==> src/rtl/term_writer_if.sv <==
// Character input handshake and screen RAM write port
// for the text terminal writer.
interface term_writer_if;
  logic [7:0]  char_i;
  logic        char_valid_i;
  logic        char_ready_o;
  logic        wr_allow_i;
  logic [11:0] wr_addr_o;
  logic [7:0]  wr_data_o;
  logic        wr_en_o;
  logic [6:0]  cursor_col_o;
  logic [4:0]  cursor_row_o;
  logic        busy_o;

  modport master (
    output char_i, char_valid_i, wr_allow_i,
    input  char_ready_o, wr_addr_o, wr_data_o,
    input  wr_en_o, cursor_col_o, cursor_row_o, busy_o
  );

  modport slave (
    input  char_i, char_valid_i, wr_allow_i,
    output char_ready_o, wr_addr_o, wr_data_o,
    output wr_en_o, cursor_col_o, cursor_row_o, busy_o
  );
endinterface

==> src/rtl/term_writer.sv <==
// Text terminal writer: turns a character stream into screen RAM
// writes, with cursor tracking, CR/LF/BS/FF handling and scrolling clears.
module term_writer #(
  parameter int COLS = 80,
  parameter int ROWS = 25
) (
  input logic          clk,
  input logic          rst_n_i,
  term_writer_if.slave bus
);
  typedef enum logic [1:0] {
    IDLE, PUT, CLR_ROW, CLR_ALL
  } state_t;

  localparam logic [6:0] LAST_COL = 7'(COLS - 1);
  localparam logic [4:0] LAST_ROW = 5'(ROWS - 1);
  localparam logic [7:0] SPACE    = 8'h20;

  state_t      state, state_nx;
  logic [6:0]  col;
  logic [4:0]  row;
  logic [11:0] addr;
  logic [7:0]  data;
  logic        bs;
  logic        take;
  logic        is_prn, is_cr, is_lf, is_bs, is_ff;
  logic [6:0]  a_col;
  logic [4:0]  a_row;

  assign a_row = addr[11:7];
  assign a_col = addr[6:0];
  assign take  = bus.char_valid_i && (state == IDLE);

  assign is_prn = (bus.char_i >= 8'h20) && (bus.char_i <= 8'h7E);
  assign is_cr  = (bus.char_i == 8'h0D);
  assign is_lf  = (bus.char_i == 8'h0A);
  assign is_bs  = (bus.char_i == 8'h08);
  assign is_ff  = (bus.char_i == 8'h0C);

  always_ff @(posedge clk or negedge rst_n_i) begin
    if (!rst_n_i) state <= IDLE;
    else          state <= state_nx;
  end

  always_comb begin
    state_nx = state;
    unique case (state)
      IDLE: begin
        if (take) begin
          unique case (1'b1)
            is_prn:  state_nx = PUT;
            is_lf:   if (row == LAST_ROW) state_nx = CLR_ROW;
            is_bs:   if (col != 7'd0) state_nx = PUT;
            is_ff:   state_nx = CLR_ALL;
            default: ;
          endcase
        end
      end
      PUT: begin
        if (bus.wr_allow_i) begin
          if (!bs && col == LAST_COL && row == LAST_ROW)
            state_nx = CLR_ROW;
          else
            state_nx = IDLE;
        end
      end
      CLR_ROW: begin
        if (bus.wr_allow_i && a_col == LAST_COL)
          state_nx = IDLE;
      end
      CLR_ALL: begin
        if (bus.wr_allow_i && a_col == LAST_COL
            && a_row == LAST_ROW)
          state_nx = IDLE;
      end
    endcase
  end

  always_comb begin
    bus.char_ready_o = (state == IDLE);
    bus.busy_o       = (state != IDLE);
    bus.wr_en_o      = (state != IDLE) && bus.wr_allow_i;
  end

  // addr doubles as the walk pointer during clears
  always_ff @(posedge clk or negedge rst_n_i) begin
    if (!rst_n_i) begin
      col  <= '0;
      row  <= '0;
      addr <= '0;
      data <= '0;
      bs   <= 1'b0;
    end else begin
      unique case (state)
        IDLE: begin
          if (take) begin
            unique case (1'b1)
              is_prn: begin
                addr <= {row, col};
                data <= bus.char_i;
                bs   <= 1'b0;
              end
              is_cr: col <= '0;
              is_lf: begin
                col <= '0;
                if (row == LAST_ROW) begin
                  row  <= '0;
                  addr <= '0;
                  data <= SPACE;
                end else begin
                  row <= row + 5'd1;
                end
              end
              is_bs: begin
                if (col != 7'd0) begin
                  addr <= {row, col - 7'd1};
                  data <= SPACE;
                  bs   <= 1'b1;
                end
              end
              is_ff: begin
                addr <= '0;
                data <= SPACE;
              end
              default: ;
            endcase
          end
        end
        PUT: begin
          if (bus.wr_allow_i) begin
            if (bs) begin
              col <= col - 7'd1;
            end else if (col != LAST_COL) begin
              col <= col + 7'd1;
            end else begin
              col <= '0;
              if (row == LAST_ROW) begin
                row  <= '0;
                addr <= '0;
                data <= SPACE;
              end else begin
                row <= row + 5'd1;
              end
            end
          end
        end
        CLR_ROW: begin
          if (bus.wr_allow_i && a_col != LAST_COL)
            addr <= addr + 12'd1;
        end
        CLR_ALL: begin
          if (bus.wr_allow_i) begin
            if (a_col != LAST_COL) begin
              addr <= addr + 12'd1;
            end else if (a_row != LAST_ROW) begin
              addr <= {a_row + 5'd1, 7'd0};
            end else begin
              row <= '0;
              col <= '0;
            end
          end
        end
      endcase
    end
  end

  assign bus.wr_addr_o    = addr;
  assign bus.wr_data_o    = data;
  assign bus.cursor_col_o = col;
  assign bus.cursor_row_o = row;
endmodule
==> src/flat_wrapper.sv <==
// flat-port wrapper written by rule: the top's interface ports become plain ports
module term_writer_flat 
#(
  parameter int COLS = 80,
  parameter int ROWS = 25
)
  (clk, rst_n_i, bus_char_i, bus_char_valid_i, bus_wr_allow_i, bus_char_ready_o, bus_wr_addr_o, bus_wr_data_o, bus_wr_en_o, bus_cursor_col_o, bus_cursor_row_o, bus_busy_o);
  term_writer_if bus_i ();
  input logic clk;
  input logic rst_n_i;
  input wire logic [$bits(bus_i.char_i)-1:0] bus_char_i;
  input wire logic [$bits(bus_i.char_valid_i)-1:0] bus_char_valid_i;
  input wire logic [$bits(bus_i.wr_allow_i)-1:0] bus_wr_allow_i;
  output wire logic [$bits(bus_i.char_ready_o)-1:0] bus_char_ready_o;
  output wire logic [$bits(bus_i.wr_addr_o)-1:0] bus_wr_addr_o;
  output wire logic [$bits(bus_i.wr_data_o)-1:0] bus_wr_data_o;
  output wire logic [$bits(bus_i.wr_en_o)-1:0] bus_wr_en_o;
  output wire logic [$bits(bus_i.cursor_col_o)-1:0] bus_cursor_col_o;
  output wire logic [$bits(bus_i.cursor_row_o)-1:0] bus_cursor_row_o;
  output wire logic [$bits(bus_i.busy_o)-1:0] bus_busy_o;
  assign bus_i.char_i = bus_char_i;
  assign bus_i.char_valid_i = bus_char_valid_i;
  assign bus_i.wr_allow_i = bus_wr_allow_i;
  assign bus_char_ready_o = bus_i.char_ready_o;
  assign bus_wr_addr_o = bus_i.wr_addr_o;
  assign bus_wr_data_o = bus_i.wr_data_o;
  assign bus_wr_en_o = bus_i.wr_en_o;
  assign bus_cursor_col_o = bus_i.cursor_col_o;
  assign bus_cursor_row_o = bus_i.cursor_row_o;
  assign bus_busy_o = bus_i.busy_o;
  term_writer #(.COLS(COLS), .ROWS(ROWS)) u_core (.clk(clk), .rst_n_i(rst_n_i), .bus(bus_i));
endmodule
==> config.mk <==
export PLATFORM = sky130hd
export DESIGN_NAME = term_writer_flat
export DESIGN_NICKNAME = d
export VERILOG_FILES = /design/src/rtl/term_writer_if.sv /design/src/rtl/term_writer.sv /design/src/flat_wrapper.sv
export SDC_FILE = /design/constraint.sdc
export NUM_CORES = 1
export LEC_CHECK = 0
export ABC_AREA = 1
export CAP_MARGIN = 20
export CORE_MARGIN = 1
export CORE_UTILIZATION = 32
export CTS_BUF_LIST = sky130_fd_sc_hd__clkbuf_4
export DETAILED_ROUTE_END_ITERATION = 8
export GPL_ROUTABILITY_DRIVEN = 0
export PLACE_DENSITY = 0.49
export SYNTH_ARGS = -nofsm -noshare
export SYNTH_HDL_FRONTEND = slang
export SYNTH_SLANG_ARGS = --single-unit
==> constraint.sdc <==
create_clock -name clk -period 1.7 [get_ports clk]
set_input_delay 0.425 -clock clk [delete_from_list [all_inputs] [get_ports clk]]
set_output_delay 0.425 -clock clk [all_outputs]
set_load 0.02 [all_outputs]
==> flow_metrics.tcl <==
set metrics [dict create \
    dieArea_um2 10700 \
    crit_path_start "u_core.bus.cursor_col_o[0]" \
    cts_hold_buffers 0 \
    ys_async_sr_fraction 1.00 \
    drtIter0Drc 123 \
    numCtsBuffers 5 \
    worstPathMaxFanout 6 \
    fin_hold_ws_ns 0.0170 \
    endpoint_kind "register" \
    maxCapViolCount 0 \
    rr_worst_depth 11 \
    outcome "finished with violations" \
    ant_nets 0 \
    worst_slew_pin_slew_ns 0.484 \
    nets 699 \
    dp_hpwl_um 8790 \
    cts_tree "done" \
    synth-adder-area-share 0.0304 \
    start_util 0.333 \
    die_h_um 103 \
    synth_top_family_by_area "simple AND/OR/NAND/NOR gates" \
    synthCells 532 \
    cp-start-kind "register" \
    ys_types 37 \
    firstDrtPassIters 5 \
    cp.arrival_ns 1.95 \
    vias_per_cell 4.95 \
    p_per_area_nw_per_um2 1540 \
    avgRoutedWirePerCell_um 14.2 \
    r2r-start "u_core.bus.cursor_col_o[0]" \
    clock_path_buffers 2 \
    grt_setup_unrepaired "yes" \
    period_minus_slack_ns 1.72 \
    fmax_mhz 582 \
    core_um2 9860 \
    top_layer "met4" \
    postSynthAreaPerCell_um2 6.18 \
    setup_viol 7 \
    drv_slew 0 \
    cts.clk_slew.worst_paths_ns 0.14 \
    wl_met1_um 5450 \
    worst_clock_skew_ns 0.0212 \
    drc 0 \
    vdd_drop_max_mv 0.685 \
    cp.required_ns 1.93 \
    antennaDiodeCount 0 \
    power_mw 7.85 \
    syn-num-nets 552 \
    met3_length_um 459 \
    endpoint "u_core.bus.wr_addr_o[5]" \
    synthMuxAreaShare 0 \
    rows 36 \
    grt_pass1_wl_um 18400 \
    cts-root-buf "clkbuf_4" \
    synth_edf_count 0 \
    hold_violations 0 \
    syn_area_um2 3290 \
    r2r_end "u_core.bus.wr_addr_o[5]" \
    violations "setup timing" \
    slew_headroom 0.677 \
    grt_pass1_vias 3769 \
    yosysSeqAreaShare 0.266 \
    numClockSinks 35 \
    grt-ovfl-total 0 \
    wl_met2_um 5500 \
    synth_compound_area_frac 0.142 \
    synth-xor-area-share 0.0186 \
    die_w_um 103 \
    leakage_nw 2.53 \
    cts_max_level 2 \
    drt_wl_total_um 11600 \
    critPathKind "register to register" \
    grt_max_degree 19 \
    fin_ws_ns -0.0193 \
    layout-drive-gt1-share 0.388 \
    io_buffers 46 \
    area_growth_pct 55.5 \
    synth_seq_cells 35 \
    period_share 1.01 \
    pin_count 47 \
    via_count 4023 \
    hp-class "primary input to async pin" \
    synth_flop_cell "dfrtp_1" \
    grt_antenna_before_repair 0 \
    clk_latency_ns 0.34 \
    r2r_setup_slack_ns -0.02 \
    grt.total_usage 0.224 \
    synth_warnings 0 \
    synth-simple-area-share 0.442 \
]
## through the flow
| stage | instances | cell area, um^2 | utilization | setup slack [ns] | TNS (ns) |
|---|---|---|---|---|---|
| after detailed placement | 786 | 4520 | 0.458 | -0.618 | -18.22 |
| after global placement | 786 | 4520 | 0.458 | -0.548 | -17.25 |
| after floorplan | 532 | 3290 | - | 0.000616 | 0 |
| after CTS | 808 | 4760 | 0.483 | -0.0371 | -0.176 |
| after global routing | 813 | 5110 | 0.518 | -0.115 | -1.89 |
| final | 813 | 5110 | 0.518 | -0.0193 | -0.0748 |
## metal layers
| layer | vias to the layer above | track usage |
|---|---|---|
| met5 | - | 0 |
| met4 | 0 | 0.0444 |
| met3 | 15 | 0.0262 |
| met2 | 95 | 0.392 |
| met1 | 1886 | 0.297 |
| li1 | 2027 | - |
## cell type report
type / instances / area [um^2]
inverters: 60 / 235
repair buffers: 155 / 1260
clock inverters: 2 / 7.51
well taps: 133 / 166
flip-flops and latches: 35 / 887
multi-input cells: 422 / 2510
fillers: 996 / 4750
clock buffers: 6 / 45.0
## state kept, by name (all words and copies together), names as in the netlist
register,cells
u_core.bus.cursor_row_o,5
u_core.bus.cursor_col_o,7
u_core.bus.wr_data_o,8
u_core.bs,1
u_core.state,2
u_core.bus.wr_addr_o,12
## cells in the mapped netlist, drive strengths merged, types with 5 or more instances
cell   count  area, um^2
nor2      67         325
nand4     11        75.1
a31oi      5        31.3
xor2       7        61.3
nand3     65         358
dfrtp     35         876
ha         8         100
buf       14        93.8
inv       60         230
nand2    174         673
o21ai     54         274
a21oi     15        78.8
## worst min-delay path by stage
stage               slack (ns)    start                    endpoint
CTS                       0.02  rst_n_i                   u_core.bs
global placement          0.41  rst_n_i  u_core.bus.cursor_col_o[4]
detailed placement        0.41  rst_n_i  u_core.bus.cursor_col_o[4]
floorplan                 0.13  rst_n_i                   u_core.bs
finish                    0.02  rst_n_i     u_core.bus.wr_data_o[2]
global route              0.04  rst_n_i     u_core.bus.wr_data_o[2]
## repair_timing
item / CTS / global route
pin swaps: 17 / 60
gates resized for setup: 96 / 123
cloned: 1 / 1
buffers inserted: 14 / 7
endpoints found under the setup margin: 69 / 41
## placed cells by master, fill, tap and decap left out, drive strengths merged, types with 5 or more instances in the layout
cell / count
inv: 60
a31oi: 5
nand3: 65
ha: 8
buf: 113
dfrtp: 35
clkbuf: 12
o21ai: 54
nand2: 174
nand4: 12
xor2: 7
nor2: 67
dlygate4sd2: 32
a21oi: 15
## worst max-delay path: stages (launching register included)
cell and delay [ns]:
dfrtp_2 0.47, buf_6 0.14, inv_4 0.06, ha_4 0.12
nand4_1 0.13, nor2_2 0.15, nand2_2 0.09, nand3_4 0.15
nor2_4 0.06, buf_6 0.14, nand2_2 0.06, nand2_2 0.05
## cells by family after synthesis
| group | count (synthesis) |
|---|---|
| XOR/XNOR | 7 |
| flip-flops | 35 |
| adder cells (fa/ha/maj) | 8 |
| AND/OR/NAND/NOR | 321 |
| buffers and inverters | 76 |
| AO/OA/AOI/OAI | 85 |
## where the power goes
group	internal (mW)	total, mW	switching [mW]
Sequential	1.14	1.47	0.334
Combinational	2.46	5.89	3.43
Clock	0.170	0.490	0.320
(Power assumes the default switching activity.)
